File: src/rtl/ka_142bit_seq_ctrl.sv
// ka_142bit_seq_ctrl: 142x142-bit carry-less multiplier sequenced over one
// shared 71x71 Karatsuba core. The three partial products (low halves, high
// halves, XOR-folded halves) are taken in turn and folded into a 283-bit y.
module ka_142bit_seq_ctrl #(
  parameter int MUL_LAT = 1
) (
  input  logic         clk,
  input  logic         rst,
  input  logic         in_valid,
  output logic         in_ready,
  input  logic [141:0] a,
  input  logic [141:0] b,
  output logic         out_valid,
  input  logic         out_ready,
  output logic [282:0] y,
  output logic         busy,
  output logic [70:0]  core_a,
  output logic [70:0]  core_b,
  input  logic [140:0] core_y
);

  localparam int CNT_W = $clog2(MUL_LAT) + 1;

  typedef enum logic [2:0] {
    IDLE    = 3'd0,
    MUL_LO  = 3'd1,
    MUL_HI  = 3'd2,
    MUL_MID = 3'd3,
    DONE    = 3'd4
  } state_t;

  state_t           r_state;
  logic [CNT_W-1:0] r_cnt;
  logic [141:0]     r_a;
  logic [141:0]     r_b;
  logic [140:0]     r_p0;
  logic [140:0]     r_p2;
  logic [282:0]     r_y;
  logic [70:0]      r_core_a;
  logic [70:0]      r_core_b;
  logic             r_in_ready;
  logic             r_out_valid;
  logic             r_busy;

  logic             w_last;
  logic [140:0]     w_mid;
  logic [282:0]     w_fold;

  // The low-half phase spends its first cycle loading the core operand
  // registers from r_a/r_b, so it waits one count longer than the other
  // two phases, whose operands are preloaded on the previous phase's last
  // count. That extra cycle is the "+1" in the 3*MUL_LAT+1 latency.
  assign w_last = (r_state == MUL_LO) ? (r_cnt == CNT_W'(MUL_LAT))
                                      : (r_cnt == CNT_W'(MUL_LAT - 1));

  // Karatsuba middle term: P1 arrives on core_y during the MUL_MID capture.
  assign w_mid  = r_p0 ^ core_y ^ r_p2;

  // Overlap fold; pure XOR, the [211:142] window takes both middle and high.
  assign w_fold = {142'b0, r_p0} ^ {71'b0, w_mid, 71'b0} ^ {r_p2, 142'b0};

  assign in_ready  = r_in_ready;
  assign out_valid = r_out_valid;
  assign busy      = r_busy;
  assign y         = r_y;
  assign core_a    = r_core_a;
  assign core_b    = r_core_b;

  // Sequencer FSM with registered outputs and core operand registers.
  // NOTE: all state is updated with <= so every register samples the
  // pre-edge values of the others, independent of statement order.
  always_ff @(posedge clk) begin
    if (rst) begin
      r_state     <= IDLE;
      r_cnt       <= '0;
      r_a         <= '0;
      r_b         <= '0;
      r_p0        <= '0;
      r_p2        <= '0;
      r_y         <= '0;
      r_core_a    <= '0;
      r_core_b    <= '0;
      r_in_ready  <= 1'b1;
      r_out_valid <= 1'b0;
      r_busy      <= 1'b0;
    end else begin
      case (r_state)
        IDLE: begin
          if (in_valid) begin
            r_a        <= a;
            r_b        <= b;
            r_y        <= '0;
            r_cnt      <= '0;
            r_in_ready <= 1'b0;
            r_busy     <= 1'b1;
            r_state    <= MUL_LO;
          end
        end
        MUL_LO: begin
          if (w_last) begin
            r_p0     <= core_y;
            r_cnt    <= '0;
            r_core_a <= r_a[141:71];
            r_core_b <= r_b[141:71];
            r_state  <= MUL_HI;
          end else begin
            r_cnt    <= r_cnt + CNT_W'(1);
            r_core_a <= r_a[70:0];
            r_core_b <= r_b[70:0];
          end
        end
        MUL_HI: begin
          if (w_last) begin
            r_p2     <= core_y;
            r_cnt    <= '0;
            r_core_a <= r_a[70:0] ^ r_a[141:71];
            r_core_b <= r_b[70:0] ^ r_b[141:71];
            r_state  <= MUL_MID;
          end else begin
            r_cnt <= r_cnt + CNT_W'(1);
          end
        end
        MUL_MID: begin
          if (w_last) begin
            r_y         <= r_y ^ w_fold;
            r_cnt       <= '0;
            r_core_a    <= '0;
            r_core_b    <= '0;
            r_out_valid <= 1'b1;
            r_state     <= DONE;
          end else begin
            r_cnt <= r_cnt + CNT_W'(1);
          end
        end
        DONE: begin
          if (out_ready) begin
            r_out_valid <= 1'b0;
            r_in_ready  <= 1'b1;
            r_busy      <= 1'b0;
            r_state     <= IDLE;
          end
        end
        default: begin
          r_state <= IDLE;
        end
      endcase
    end
  end

endmodule

File: config.mk
export PLATFORM = sky130hd
export DESIGN_NAME = ka_142bit_seq_ctrl
export DESIGN_NICKNAME = d
export VERILOG_FILES = /design/src/rtl/ka_142bit_seq_ctrl.sv
export SDC_FILE = /design/constraint.sdc
export NUM_CORES = 2
export LEC_CHECK = 0
export ABC_AREA = 1
export CAP_MARGIN = 20
export CORE_MARGIN = 2
export CORE_UTILIZATION = 30
export CTS_CLUSTER_SIZE = 25
export DETAILED_ROUTE_END_ITERATION = 8
export PLACE_DENSITY = 0.62
export SYNTH_ARGS = -nofsm -noshare
export SYNTH_HDL_FRONTEND = slang
export SYNTH_SLANG_ARGS = --single-unit
export TNS_END_PERCENT = 5
File: constraint.sdc
create_clock -name clk -period 2.1 [get_ports clk]
set_input_delay 0.21 -clock clk [delete_from_list [all_inputs] [get_ports clk]]
set_output_delay 0.21 -clock clk [all_outputs]
set_load 0.02 [all_outputs]
==> impl_results.md <==
- Initial Util: 30.1%
- Count leader, synth: nand2_1
- Mux share of post-synthesis cell area: 0%
- Worst hold stages: 3
- Count of final setup violators: 0
- Congestion Overflow GR: 0
- Routability cong.: 0.857
- List of most frequent post-synthesis cells: 2811 x nand2_1, 998 x dfxtp_1, 987 x inv_1
- Yosys top cell area share: 39.7%
- DRC violations left: 0
- PwrDens: 1270 nW/um^2
- Max Buffers Root-to-Sink: 3
- Sequential share of power: 32.8%
- Worst Hold End: r_b[124]
- Num Clock Sinks: 998
- Iter 0 DRT Violations: 3674
- R2r setup slk: 0.06 ns
- Post-layout instance count excluding filler cells: 11200
- Via count: 52600
- Outcome: completed
- Layout cell share with drive strength beyond 1: 4.45%
- Comb power frac: 43.4%
- Compound-Gate Fraction of Synth Area: 15.4%
- Bufs and invs on worst path: 5
- Measured slew at the worst slew-check pin: 0.644 ns
- Largest net degree at the start of global routing: 85
- # port buffers: 856
- Crit-path max FO: 17
- Worst hold start: b[124]
- Internal Power: 0.0496 W
- Area occupied by multi-input gates: 24900 sq um
- Hold Violations, Final: 0
- Root Buffer: clkbuf_16
- Vias in the first global route: 48000
- Site Rows: 150
- # IOs: 857
- Clk slew on worst S/H paths: 0.06 ns
- YS warnings: 0
- Ys flop type: dfxtp_1
- Worst rel slew slack: 56.7%
- Net switching fraction of the power: 41.9%
- CP Data Required Time: 2.71 ns
- Area delta synth->final: 33.4%
- Initial antenna violation count: 35
- Kind of critical path: flop to flop
- Max H-tree Level: 3
- Total GRT Usage: 20.0%
- Post-route ant nets: 0
- WP data arrival: 2.64 ns
- Adder-cell share of the synthesized area: 0.0249%
- Avg Vias per Cell: 4.70
- Final worst path period share: 97.0%
- Post-DR wirelength/cell: 16.2 um
- Filler Cells Inserted: 17100
- Peak supply drop: 0.790 mV
- Reg2Reg Capture Point: y[0]
- Hpwl dp: 128 mm
- CP endpoint kind: flop
- Die width: 413 um
- Synth Cell Area: 50300 sq um
- Area of the core: 167000 sq um
- Storage element area: 20000 sq um
- Peak Freq: 0.491 GHz
- Largest family of logic cells by synthesized area: simple AND/OR/NAND/NOR gates
- Unrepaired setup endpoints after global routing: true
- Simple-Gate Fraction of Synth Area: 31.4%
- Main area contributors after synthesis: dfxtp_1 40%, nand2_1 21%, a21oi_1 7.8%
- Die area: 171000 sq um
- Worst reg-to-reg path cell count: 12
- Leak: 30.5 nW
- Detailed Route WL: 181 mm
- Crit path cell chain: inv_2, nor2_4, nand2_2, inv_1, ha_4, nand3_2, nand2_8, buf_12, inv_8, clkbuf_16, nand2_1, a21oi_1
- Worst skew pair latency: 0.78 ns
- # nets final: 9311
- Die extent in y: 413 um
- Xor/xnor share of the synthesized area: 2.51%
- Slowest stage delay, CP: 0.33 ns
- Slowest CP cell: dfxtp_2
- Sequential area share after synthesis: 39.7%
- CP Launch Point: r_state[0]
- Mapped Cells: 8039
- TritonCTS clock tree: done
- Number of enable flip-flop cells after synthesis: 0
- Worst min path class: input pin to flop
- Syn_area_per_cell: 6.26 sq um
- Psw: 0.0357 W
- CP startpoint kind: flop
- Synthesized Nets: 8469
- Minimum clock period: 2.04 ns
- Max Cap Violations: 0
- Drt pass-1 iters: 8
- Area after DPL: 62200 sq um
- Final setup skew: 0.0324 ns
- Worst R2R Start: r_state[0]
- Global-route wire length before repair: 270 mm
- CTS Buf Count: 116
- Yosys reg bits: 998
- Biggest area consumer among synthesized cells: dfxtp_1
- CP delay by family, top: buffers and inverters
- Cell variety after synth: 28
- Synth async-reset ratio: 0%
- Final slew viol count: 0
- Placed Cells: 10900
- Post-route setup TNS: 0 ns
- Cell area after layout: 67100 sq um
- Clock share of power: 23.8%
-- cell families after synthesis --
logic type / Yosys count
adder cells (fa/ha/maj): 1
buffers and inverters: 1395
flip-flops: 998
AND/OR/NAND/NOR: 4028
XOR/XNOR: 144
AO/OA/AOI/OAI: 1473
-- sequential cells by signal, indices dropped and copies added (netlist names) --
signal / count
busy: 1
core_a: 71
core_b: 71
in_ready: 1
out_valid: 1
r_a: 142
r_b: 142
r_cnt: 1
r_p0: 141
r_p2: 141
r_state: 3
y: 283
-- power groups by stage --
stage / clock network (W) / registers [W] / logic [W]
floorplan: 0 / 0.0291 / 0.0214
global placement: 0 / 0.0280 / 0.0357
finish: 0.0204 / 0.0280 / 0.0370
CTS: 0.0208 / 0.0279 / 0.0366
global route: 0.0216 / 0.0286 / 0.0415
detailed placement: 0 / 0.0283 / 0.0365
-- worst max-delay path by stage --
stage,end,slack [ns],depth (start not counted)
2_1_floorplan,y[10],-0.01,13
3_3_place_gp,y[54],0.09,12
3_5_place_dp,y[54],0.06,12
4_1_cts,y[64],0.0005,1
5_1_grt,r_p2[65],-0.05,9
6_report,y[0],0.06,12
-- through the flow --
step                      hold slack [ns]  total power, W  worst slack, ns  utilization, %
after floorplan                     0.345          0.0505         -0.00978               -
after global placement              0.439          0.0637           0.0912            37.3
after detailed placement            0.455          0.0648           0.0632            37.3
after CTS                         0.00138          0.0853         0.000523            40.0
after global routing               0.0214          0.0917          -0.0458            40.2
final                              0.0773          0.0853           0.0637            40.2
-- placed cells by master, fill, tap and decap left out, types with 2 or more instances in the layout --
cell	count
a21oi_1	786
inv_8	2
or2_2	35
clkbuf_1	37
buf_16	5
nor2_1	810
inv_6	4
o21ai_0	511
xor2_1	72
clkdlybuf4s50_1	716
nand2_8	4
o21ai_1	33
o31ai_1	142
nand4_1	36
nor2_4	3
xnor2_1	72
dlygate4sd2_1	118
inv_1	987
diode_2	25
bufinv_16	4
inv_2	4
clkinv_2	14
buf_12	76
buf_4	84
clkinv_16	2
clkbuf_16	124
inv_4	2
nand3_1	304
nand3b_1	21
nand2_1	2810
dfxtp_1	997
dlymetal6s2s_1	20
dlygate4sd3_1	97
clkbuf_8	25
-- final cells by class --
| cell class | instances | area share, % |
|---|---|---|
| multi-input cells | 5646 | 37.1 |
| flip-flops and latches | 998 | 29.8 |
| repair buffers | 1123 | 17.7 |
| inverters | 996 | 5.61 |
| clock buffers | 180 | 5.12 |
| well taps | 2204 | 4.11 |
| clock inverters | 26 | 0.479 |
| diodes | 25 | 0.0932 |
-- worst register-to-register path, stage by stage (launching register included) --
cell,delay [ns]
dfxtp_2,0.33
inv_2,0.11
nor2_4,0.05
nand2_2,0.06
inv_1,0.06
ha_4,0.30
nand3_2,0.14
nand2_8,0.12
buf_12,0.20
inv_8,0.14
clkbuf_16,0.22
nand2_1,0.10
a21oi_1,0.06
-- metal layers --
layer | track usage [%] | share of wire [%]
met2 | 34.1 | 47
met4 | 7.89 | 3.9
met5 | 0 | 0.10
met1 | 23.8 | 42
met3 | 5.32 | 7.6
-- what timing repair did --
action,4_1_cts,5_1_grt
setup buffers,0,3
pin swaps,0,1
endpoints found under the setup margin,118,160
gates cloned,0,6
hold buffers,97,0
gates resized for setup,118,29
endpoints found under the hold margin,152,0
Note: power is estimated with default switching activity, not from simulation.
